## config.mk

```make
export PLATFORM = sky130hd
export DESIGN_NAME = serial_nibble_adder
export DESIGN_NICKNAME = d
export VERILOG_FILES = /design/src/rtl/adder_pkg.sv /design/src/rtl/nibble_add4.sv /design/src/rtl/serial_nibble_adder.sv
export SDC_FILE = /design/constraint.sdc
export NUM_CORES = 1
export LEC_CHECK = 0
export ABC_AREA = 1
export BUFFER_PORTS_ARGS = -buffer_cell sky130_fd_sc_hd__buf_2
export CAP_MARGIN = 20
export CELL_PAD_IN_SITES_DETAIL_PLACEMENT = 1
export CELL_PAD_IN_SITES_GLOBAL_PLACEMENT = 2
export CORE_MARGIN = 2
export CORE_UTILIZATION = 36
export DETAILED_ROUTE_END_ITERATION = 16
export PLACE_DENSITY_LB_ADDON = 0.1
export SYNTH_ARGS = -nofsm -noshare
export SYNTH_HDL_FRONTEND = slang
export SYNTH_SLANG_ARGS = --single-unit
```

## constraint.sdc

```tcl
create_clock -name clk -period 5.65 [get_ports clk]
set_clock_uncertainty 0.2 [all_clocks]
set_input_delay 1.4125 -clock clk [delete_from_list [all_inputs] [get_ports clk]]
set_output_delay 1.4125 -clock clk [all_outputs]
set_load 0.01 [all_outputs]
```

## src/rtl/adder_pkg.sv

```systemverilog
// Shared types and constants for the nibble-serial adder block.
package adder_pkg;

  localparam int NIBBLE_W    = 4;
  localparam int MAX_NIBBLES = 8;
  localparam int IDX_W       = $clog2(MAX_NIBBLES);

  typedef logic [IDX_W-1:0] idx_t;

  typedef enum logic [1:0] {
    IDLE,
    RUN,
    DONE
  } state_t;

endpackage

```

## src/rtl/nibble_add4.sv

```systemverilog
// Combinational 4-bit ripple-carry adder built from four full-adder bits.
module nibble_add4
  import adder_pkg::*;
(
  input  logic [NIBBLE_W-1:0] a,
  input  logic [NIBBLE_W-1:0] b,
  input  logic                c_in,
  output logic [NIBBLE_W-1:0] s,
  output logic                c_out
);

  logic [NIBBLE_W:0] c;

  assign c[0] = c_in;

  for (genvar i = 0; i < NIBBLE_W; i++) begin : g_fa
    assign s[i]   = a[i] ^ b[i] ^ c[i];
    assign c[i+1] = (a[i] & b[i]) | (c[i] & (a[i] ^ b[i]));
  end

  assign c_out = c[NIBBLE_W];

endmodule

```

## src/rtl/serial_nibble_adder.sv

```systemverilog
// W-bit add/subtract performed one nibble per clock through a single 4-bit adder,
// with valid/ready handshakes on operand input and result output.
module serial_nibble_adder
  import adder_pkg::*;
#(
  parameter  int NIBBLES = 4,
  localparam int W       = NIBBLE_W * NIBBLES
) (
  input  logic         clk,
  input  logic         rst,
  input  logic         in_valid,
  output logic         in_ready,
  input  logic [W-1:0] a,
  input  logic [W-1:0] b,
  input  logic         c_in,
  input  logic         sub,
  output logic         out_valid,
  input  logic         out_ready,
  output logic [W-1:0] s,
  output logic         c_out
);

  state_t                state;
  logic [W-1:0]          a_q;
  logic [W-1:0]          b_q;
  logic                  carry_q;
  idx_t                  idx;
  logic [NIBBLE_W-1:0]   nib_a;
  logic [NIBBLE_W-1:0]   nib_b;
  logic [NIBBLE_W-1:0]   nib_s;
  logic                  nib_c;
  logic                  last_nib;

  always_comb begin
    nib_a = '0;
    nib_b = '0;
    for (int n = 0; n < NIBBLES; n++) begin
      if (idx == idx_t'(n)) begin
        nib_a = a_q[NIBBLE_W*n +: NIBBLE_W];
        nib_b = b_q[NIBBLE_W*n +: NIBBLE_W];
      end
    end
  end

  assign last_nib = (idx == idx_t'(NIBBLES - 1));

  nibble_add4 u_add (
    .a     (nib_a),
    .b     (nib_b),
    .c_in  (carry_q),
    .s     (nib_s),
    .c_out (nib_c)
  );

  // Operand registers hold data only and are left out of reset.
  always_ff @(posedge clk) begin
    if (rst) begin
      state     <= IDLE;
      in_ready  <= 1'b1;
      out_valid <= 1'b0;
      s         <= '0;
      c_out     <= 1'b0;
      idx       <= '0;
      carry_q   <= 1'b0;
    end else begin
      case (state)
        IDLE: begin
          if (in_valid) begin
            a_q      <= a;
            b_q      <= sub ? ~b : b;
            carry_q  <= sub ? 1'b1 : c_in;
            idx      <= '0;
            s        <= '0;
            in_ready <= 1'b0;
            state    <= RUN;
          end
        end
        RUN: begin
          for (int n = 0; n < NIBBLES; n++) begin
            if (idx == idx_t'(n)) s[NIBBLE_W*n +: NIBBLE_W] <= nib_s;
          end
          carry_q <= nib_c;
          idx     <= idx + idx_t'(1);
          if (last_nib) begin
            c_out     <= nib_c;
            out_valid <= 1'b1;
            state     <= DONE;
          end
        end
        DONE: begin
          if (out_ready) begin
            out_valid <= 1'b0;
            in_ready  <= 1'b1;
            state     <= IDLE;
          end
        end
        default: state <= IDLE;
      endcase
    end
  end

endmodule

```

# == Yosys cells after proc, flatten, opt, wreduce, memory -nomap -nowiden ==
# Cells that the tools add are included.
# totals
rom_bits,0
reg_bits,57
latch_bits,0
inputBits,38
mem_bits_rw,0
output_inout_bits,19
word_cells,91
n_memories,0
# classes
shifts,0
mux,30
div_mod_pow,0
eq_ne,11
n_mul,0
n_reduce_logical,15
bitwise,22
addsub,1
n_lt_le_gt_ge,0
# op_table
op,n
$mux W4,12
$mux W16,2
$pmux W16 S2,1
$reduce_and A3 Y1,8
$not A16 Y16,1
$ne A2 B2 Y1 const B,6
$and A1 B1 Y1,8
$xor A1 B1 Y1,8
$eq A3 B2 Y1 const B,2
$mux W1,6
$mux W2,3
$pmux W1 S2,3
$pmux W2 S3,1
$pmux W3 S2,1
$reduce_bool A2 Y1,3
$or A1 B1 Y1,4
$reduce_and A2 Y1,2
$add A3 B1 Y3 const B,1
$eq A3 B1 Y1 const B,1
$logic_not A3 Y1,1
$mux W3,1
$eq A2 B1 Y1 const B,1
$eq A2 B2 Y1 const B,1
$logic_not A2 Y1,1
$not A1 Y1,1

# == Logic depth before layout (Yosys ltp) ==
# Gate-level depths: netlist (run 1).
# depth
word_depth,15
ltp_mapped,18

# == Modules after synthesis ==
# From an unflattened synthesis (run 1), not the netlist that was laid out.
# hier_totals
cells_unflattened,294
area_unflattened_um2,2745.1
# by_module_without_submodules
module,seq_area_each_um2,cells_per_inst,n_inst,area_per_inst_um2
serial_nibble_adder,1461.4,280,1,2627.5
nibble_add4,0.0,14,1,117.6

# == Least setup slack after synthesis (run 1) ==
# Ideal clock, no wire load.
# synth_timing
path_kind,register -> register
start,register idx[0]
end,register s[15]
setup_time_ns,0.113
setup_slack_ns,2.524
t_arrival_ns,2.813
stages_incl_launch_ff,19
cell_sequence,dfxtp_1 -> inv_1 -> ha_1 -> inv_1 -> nor2_1 -> nand3_1 -> nand3_1 -> nand3_1 -> nand2_1 -> fa_1 -> inv_1 -> fa_1 -> fa_1 -> inv_1 -> fa_1 -> inv_1 -> nor2_1 -> nor2_1 -> nor2_1
# synth_between
elab_chain_cells,15
word_cells_on_any_way,30
classes_between,4 x eq/ne; 10 x mux; 14 x bitwise; 2 x reduce/logical
# synth_rtl
element,line_no,source
"start, declared",serial_nibble_adder.sv:27,idx_t idx;
"start signal, assigned",serial_nibble_adder.sv:83,idx <= idx + idx_t'(1);
$logic_not A3 Y1,serial_nibble_adder.sv:38,if (idx == idx_t'(n)) begin
$mux W4 (4 in series),serial_nibble_adder.sv:38,
$xor A1 B1 Y1,nibble_add4.sv:18,assign c[i+1] = (a[i] & b[i]) | (c[i] & (a[i] ^ b[i]));
$and A1 B1 Y1,nibble_add4.sv:18,
$or A1 B1 Y1,nibble_add4.sv:18,
$and A1 B1 Y1,nibble_add4.sv:18,
$or A1 B1 Y1,nibble_add4.sv:18,
$and A1 B1 Y1,nibble_add4.sv:18,
$or A1 B1 Y1,nibble_add4.sv:18,
$xor A1 B1 Y1,nibble_add4.sv:17,assign s[i] = a[i] ^ b[i] ^ c[i];
$mux W4,serial_nibble_adder.sv:80,if (idx == idx_t'(n)) s[NIBBLE_W*n +: NIBBLE_W] <= nib_s;
$pmux W16 S2,serial_nibble_adder.sv:66,case (state)
"end signal, assigned by index",serial_nibble_adder.sv:80,
"end, declared",serial_nibble_adder.sv:19,"output logic [W-1:0] s,"
# Several ways; a longest one is shown, not always the timed one. The select of a mux whose other input is x is not followed.
# A chain may end at the register's enable or synchronous reset.

# == Worst setup path in the final report (run 1) ==
# layout_timing
start,register idx[0]
end,register s[7]
# The elaborated chain is that of the path after synthesis.

==> metrics.md, run 1 <==
| Metric | Value |
|---|---|
| Maximum clock insertion buffer count | 2 |
| Min cycle time layout | 3.54 ns |
| Total number of vias | 1911 |
| Largest net degree at the start of global routing | 34 |
| Worst slew pin tran | 0.505 ns |
| Max cap viols | 0 |
| Crit share post-route | 62.7% |
| DRT iter0 DRCs | 25 |
| Reg area | 0.00146 mm² |
| CTS tree | built |
| Req. time, crit path | 5.66 ns |
| Setup TNS Final | 0 ns |
| Worst Slack Setup Final | 2.11 ns |
| Total track usage | 15.8% |
| Top cell type by total area after synthesis | edfxtp_1 |
| Post-CTS setup buffer count | 0 |
| Remaining DRCs | 0 |
| Avg Cell Area, Syn | 10.4 µm² |
| Power density cells | 329 mW/mm² |
| IO Pins | 57 |
| Initial Util | 37.1% |
| WL final | 5830 µm |
| Synth-to-Final Area Change | 22.4% |
| Number of global-route vias before repair | 2061 |
| Clk Latency, worst-skew pair | 0.34 ns |
| Unique masters post-synth | 27 |
| Initial antenna violation count | 0 |
| Combined area of the multi-input logic cells | 0.00110 mm² |
| Final slew viol count | 0 |
| Yosys top cell area share | 35.9% |
| DRT antenna net count | 0 |
| Number of port buffers | 56 |
| Hold path start | s[10] |
| Clock sink total | 57 |
| Cts repair resizes | 0 |
| P_leak | 0.00135 µW |
| Worst vdd rail ir drop | 0.124 mV |
| Syn nets | 303 |
| Final Hold Fails | 0 |
| DP Cell Count | 406 |
| Final Non-Filler Cells | 422 |
| Drt via density | 4.53 |
| Die height | 90.2 µm |
| Cts bufs inserted | 9 |
| Worst hold path type | flip-flop to flip-flop |
| Synthesized instance count | 256 |
| F_max | 282 MHz |
| Synth warnings | 0 |
| Sequential share of the synthesized area | 54.7% |
| Util after Layout | 45.4% |
| Worst R2R Start | idx[0] |
| GP Congestion | 0.773 |
| Gr ovfl total | 0 |
| # diodes | 0 |
| CTS clk-pin slew, worst paths | 0.07 ns |
| Layout cells sized above 1 | 36.5% |
| Max H-tree Level | 3 |
| Core area | 0.00721 mm² |
| CP Class | flip-flop to flip-flop |
| Root buf cell | clkbuf_8 |
| Site Rows | 31 |
| Hold buffers post-CTS | 0 |
| Slew headroom | 66.4% |
| Post-DP HPWL | 4310 µm |
| Crit. End Element | flip-flop |
| Final Net Count | 365 |
| Cell area after synthesis | 0.00267 mm² |
| Top post-synthesis cells by area | edfxtp_1 36%, dfxtp_1 19%, nand2_1 6.0% |
| FILL cells | 837 |
| Top FF cell, synth | edfxtp_1 |
| Die ar. | 0.00813 mm² |
| Wirelength per Cell | 13.8 µm |
| Crit start category | flip-flop |
| Synth Register Bits | 57 |
| Worst-path maximum fanout | 8 |
| Outcome | complete, no violations |
| Post-synth EDFFs | 32 |
| Total power | 1080 µW |
| Synth async-reset ratio | 0% |
| Crit path DAT | 3.56 ns |
| RSZ-0062 raised after global routing | no |
| Placement Setup Slack | 2.14 ns |
| Die W | 90.2 µm |
| Worst Setup SP | idx[0] |
| First-pass GRT wire length | 9800 µm |
| Finish-stage setup viols | 0 |
| DRT Pass-1 Iters | 4 |
## cell usage after synthesis (2+ instances only)
master and count:
edfxtp_1 32, dfxtp_1 25, a21boi_1 4, inv_1 13, inv_2 6, nor2_2 2, fa_1 4, buf_2 5
a21oi_1 5, ha_1 5, nand3_1 25, o21ai_0 4, nand2_2 15, or2_1 5, nand2_1 43, nand2_4 8
nor2_1 13, o21ai_1 7, xor2_1 16, a21oi_2 12
## final cells by class
type	count	area share, %
inverters	21	2.56
multi-input cells	172	33.5
clock inverters	7	2.91
well taps	99	3.79
flip-flops and latches	57	44.7
clock buffers	9	3.79
repair buffers	57	8.80
## path summary, 6_finish.rpt
| kind | end | slack, ns | depth (start not counted) |
|---|---|---|---|
| max reg2reg | s[7] | 2.11 | 18 |
| max | s[7] | 2.11 | 18 |
| min reg2reg | s[10] | 0.26 | 2 |
| min | s[10] | 0.26 | 2 |
## state kept, by name, summed over array words and instances (netlist names)
signal,flops
c_out,1
idx,3
b_q,16
carry_q,1
out_valid,1
in_ready,1
a_q,16
state,2
s,16
## critical path, cell delays in order (launching register included)
cell and delay (ns):
dfxtp_1 0.35, inv_1 0.09, ha_1 0.16, inv_1 0.04
nor2_1 0.37, nand3_1 0.12, nand3_1 0.12, nand3_1 0.09
nand2_1 0.12, fa_1 0.18, inv_1 0.05, fa_1 0.37
fa_1 0.38, inv_1 0.08, fa_1 0.41, inv_1 0.07
nor2_1 0.08, nand2_1 0.09, a21oi_2 0.05
## per-stage QoR
step	instance area, µm²	hold WS, ns
CTS	3270	0.265
global placement	3050	0.243
global route	3270	0.271
finish	3270	0.261
detailed placement	3050	0.253
floorplan	2670	0.263
## kinds of logic (layout without fill, tap and decap cells)
logic type	Yosys count	after routing	synth area share (%)
AO/OA/AOI/OAI	34	34	8.66
XOR/XNOR	16	16	5.24
adder cells (fa/ha/maj)	9	9	5.33
buffers and inverters	27	94	4.35
flip-flops	57	57	54.7
AND/OR/NAND/NOR	113	113	21.8
## report_power, final
| group | total (µW) | internal, µW | leakage [µW] | switching (µW) |
|---|---|---|---|---|
| sequential | 480 | 467 | 0.000501 | 12.8 |
| combinational | 170 | 63.7 | 0.000751 | 106 |
| clock | 425 | 247 | 0.0000991 | 178 |
## metal layers
| layer | part of all wire [%] | track usage, % | vias up |
|---|---|---|---|
| met3 | 4.9 | 4.53 | 11 |
| met1 | 43 | 17.5 | 881 |
| met4 | 2.5 | 8.46 | 0 |
| li1 | - | - | 967 |
| met2 | 50 | 27.3 | 52 |
| met5 | 0 | 0 | - |
## cells in the final DEF, fill, tap and decap left out, types with 2 or more instances in the layout
master	synthesis	routed
or2_1	5	5
a21oi_2	12	12
clkinvlp_4	0	3
a21boi_1	4	4
nand2_4	8	8
bufinv_16	0	2
dfxtp_1	25	25
nand2_1	43	43
nand3_1	25	25
clkbuf_8	0	9
inv_1	13	13
o21ai_0	4	4
o21ai_1	7	7
clkinv_1	1	2
buf_2	5	56
inv_2	6	6
edfxtp_1	32	32
nor2_2	2	2
ha_1	5	5
nand2_2	15	15
nor2_1	13	13
a21oi_1	5	5
fa_1	4	4
xor2_1	16	16
(Power assumes the default switching activity.)
==> run 2: changes to the inputs <==
Settings changed: CORE_UTILIZATION 36 to 34.
Clock period 5.65 ns to 3.5 ns, I/O delays scaled along.
==> run 2 against run 1 <==
Compared with the run above:
- worst setup slack lost 1.9 ns
- clock power grew 39%
- register-to-register slack lost 1.9 ns
- final cell count grew 1.9%
- worst hold slack lost 0.0010 ns
- critical endpoint is now s[11]
==> metrics.md, run 2 (synthesis gave the netlist of run 1 again) <==
| Metric | Value |
|---|---|
| Worst-path maximum fanout | 9 |
| Core area | 0.00769 mm² |
| Regs by FF count | a_q x16, b_q x16, s x16 |
| Post-DP HPWL | 4420 µm |
| F_max | 306 MHz |
| Site Rows | 32 |
| First-pass GRT wire length | 9670 µm |
| Hold endpoint | in_ready |
| CTS tree | built |
| Crit. End Element | flip-flop |
| Synth-to-Final Area Change | 23.3% |
| Commonest non-fill, non-tap cells in the layout | 56 x buf_2, 43 x nand2_1, 32 x edfxtp_1 |
| Crit path DAT | 3.27 ns |
| CP Class | flip-flop to flip-flop |
| Reg area | 0.00146 mm² |
| Hold Path Depth | 2 |
| Post-CTS setup buffer count | 0 |
| R2R setup slack | 0.23 ns |
| Root buf cell | clkbuf_8 |
| Cts bufs inserted | 9 |
| Initial Util | 34.8% |
| Most common cell after layout, fill and taps aside | buf_2 |
| Worst hold path type | flip-flop to flip-flop |
| Final Net Count | 370 |
| WL final | 5890 µm |
| DRT iter0 DRCs | 51 |
| RSZ-0062 raised after global routing | no |
| Req. time, crit path | 3.50 ns |
| Clock sink total | 57 |
| Crit start category | flip-flop |
| Wirelength per Cell | 13.7 µm |
| Util after Layout | 42.9% |
| Largest net degree at the start of global routing | 34 |
| Switching share of power | 27.9% |
| Die height | 92.7 µm |
| Final slew viol count | 0 |
| Max cap viols | 0 |
| P_leak | 0.00136 µW |
| Max H-tree Level | 3 |
| Worst path most repeated cell | fa_1 |
| Number of port buffers | 56 |
| IO Pins | 57 |
| Crit-path slowest cell | fa_1 |
| Combined area of the multi-input logic cells | 0.00111 mm² |
| Worst slew pin tran | 0.510 ns |
| CTS clk-pin slew, worst paths | 0.07 ns |
| Final Hold Fails | 0 |
| GP Congestion | 0.802 |
| Combinational power share | 17.3% |
| DRT Pass-1 Iters | 4 |
| Internal Dissipation | 1190 µW |
| Hold buffers post-CTS | 0 |
| FILL cells | 916 |
| Number of global-route vias before repair | 1996 |
| Clk Latency, worst-skew pair | 0.34 ns |
| Total number of vias | 1926 |
| CP cell instances | ha_1 -> ha_2 -> buf_4 -> nand2_1 -> nand2_1 -> fa_1 -> inv_1 -> fa_1 -> fa_1 -> inv_1 -> fa_1 -> inv_1 -> nor2_2 -> nand2_1 -> a21oi_2 |
| # diodes | 0 |
| Min cycle time layout | 3.27 ns |
| Power density cells | 501 mW/mm² |
| Gr ovfl total | 0 |
| Worst R2R Start | idx[0] |
| Part of the power in registers | 47.0% |
| Remaining DRCs | 0 |
| Worst R2R End | s[11] |
| Worst vdd rail ir drop | 0.208 mV |
| Setup TNS Final | 0 ns |
| Clock power share | 35.7% |
| Reg2reg path depth | 15 |
| Die W | 92.7 µm |
| Crit share post-route | 93.4% |
| Slew headroom | 66.0% |
| Total track usage | 15.0% |
| NetSw | 460 µW |
| Initial antenna violation count | 0 |
| Finish-stage setup viols | 0 |
| Outcome | complete, no violations |
| Hold path start | in_ready |
| Maximum clock insertion buffer count | 2 |
| DRT antenna net count | 0 |
| Drt via density | 4.48 |
| Layout cells sized above 1 | 38.4% |
| Die ar. | 0.00859 mm² |
| CP max stage delay | 0.42 ns |
## run 2: changes by cell type in the layout (fill, tap and decap cells not counted)
cell and delta:
nand2_2 -1, ha_2 +2, clkbuf_1 +1, clkinv_4 -1, nor2_2 +2, clkinv_2 +2, clkinvlp_4 -1, buf_4 +5
nand2_4 +1, nor2_1 -2, bufinv_16 -1, ha_1 -2
## run 2: stage by stage
| step | cell area [µm²] | total power [µW] | hold WS (ns) | setup slack, ns | std cells |
|---|---|---|---|---|---|
| 2_1_floorplan | 2670 | 973 | 0.263 | 0.374 | 256 |
| 3_3_place_gp | 3090 | 1080 | 0.240 | 0.110 | 414 |
| 3_5_place_dp | 3090 | 1080 | 0.247 | 0.00886 | 414 |
| 4_1_cts | 3280 | 1680 | 0.264 | 0.0977 | 430 |
| 5_1_grt | 3300 | 1750 | 0.277 | 0.00128 | 430 |
| 6_report | 3300 | 1650 | 0.260 | 0.232 | 430 |
## run 2: cell type report
class | count | share of cell area [%]
inverter | 21 | 2.54
tap | 102 | 3.87
multi-input combinational | 172 | 33.7
clock inverter | 6 | 1.78
sequential | 57 | 44.3
clock buffer | 10 | 3.87
timing repair buffer | 62 | 9.87
## run 2: worst max-delay path, delay by kind of cell, from the launching register on
| kind | cells | cell delay (ns) |
|---|---|---|
| compound gates | 1 | 0.05 |
| fa+ha+maj | 6 | 1.81 |
| buf+inv | 4 | 0.37 |
| flops | 1 | 0.40 |
| simple gates | 4 | 0.31 |
## run 2: repair_timing
action | 4_1_cts | 5_1_grt
cloned | 0 | 0
gates resized for setup | 1 | 4
setup endpoints to repair | 2 | 4
pin swaps | 0 | 1
## run 2: per-layer routing
layer / up-vias / share of wire (%) / track usage [%]
met1: 891 / 43 / 17.6
met3: 11 / 4.4 / 3.82
li1: 978 / - / -
met2: 46 / 51 / 25.7
met4: 0 / 2.1 / 7.23
met5: - / 0 / 0
## run 2: worst max path at each step
| stage | endpoint | slack [ns] | depth (start not counted) | start |
|---|---|---|---|---|
| detailed placement | s[11] | 0.009 | 15 | idx[0] |
| finish | s[11] | 0.23 | 15 | idx[0] |
| floorplan | s[15] | 0.37 | 18 | idx[0] |
| CTS | s[11] | 0.1 | 16 | idx[0] |
| global placement | s[15] | 0.11 | 15 | idx[0] |
| global route | s[15] | 0.001 | 18 | idx[1] |
## run 2: power by group through the flow
stage	combinational [µW]	clock [µW]	sequential, µW
floorplan	178	0	796
global placement	288	0	790
detailed placement	290	0	791
CTS	292	614	776
global route	330	637	780
finish	285	590	776
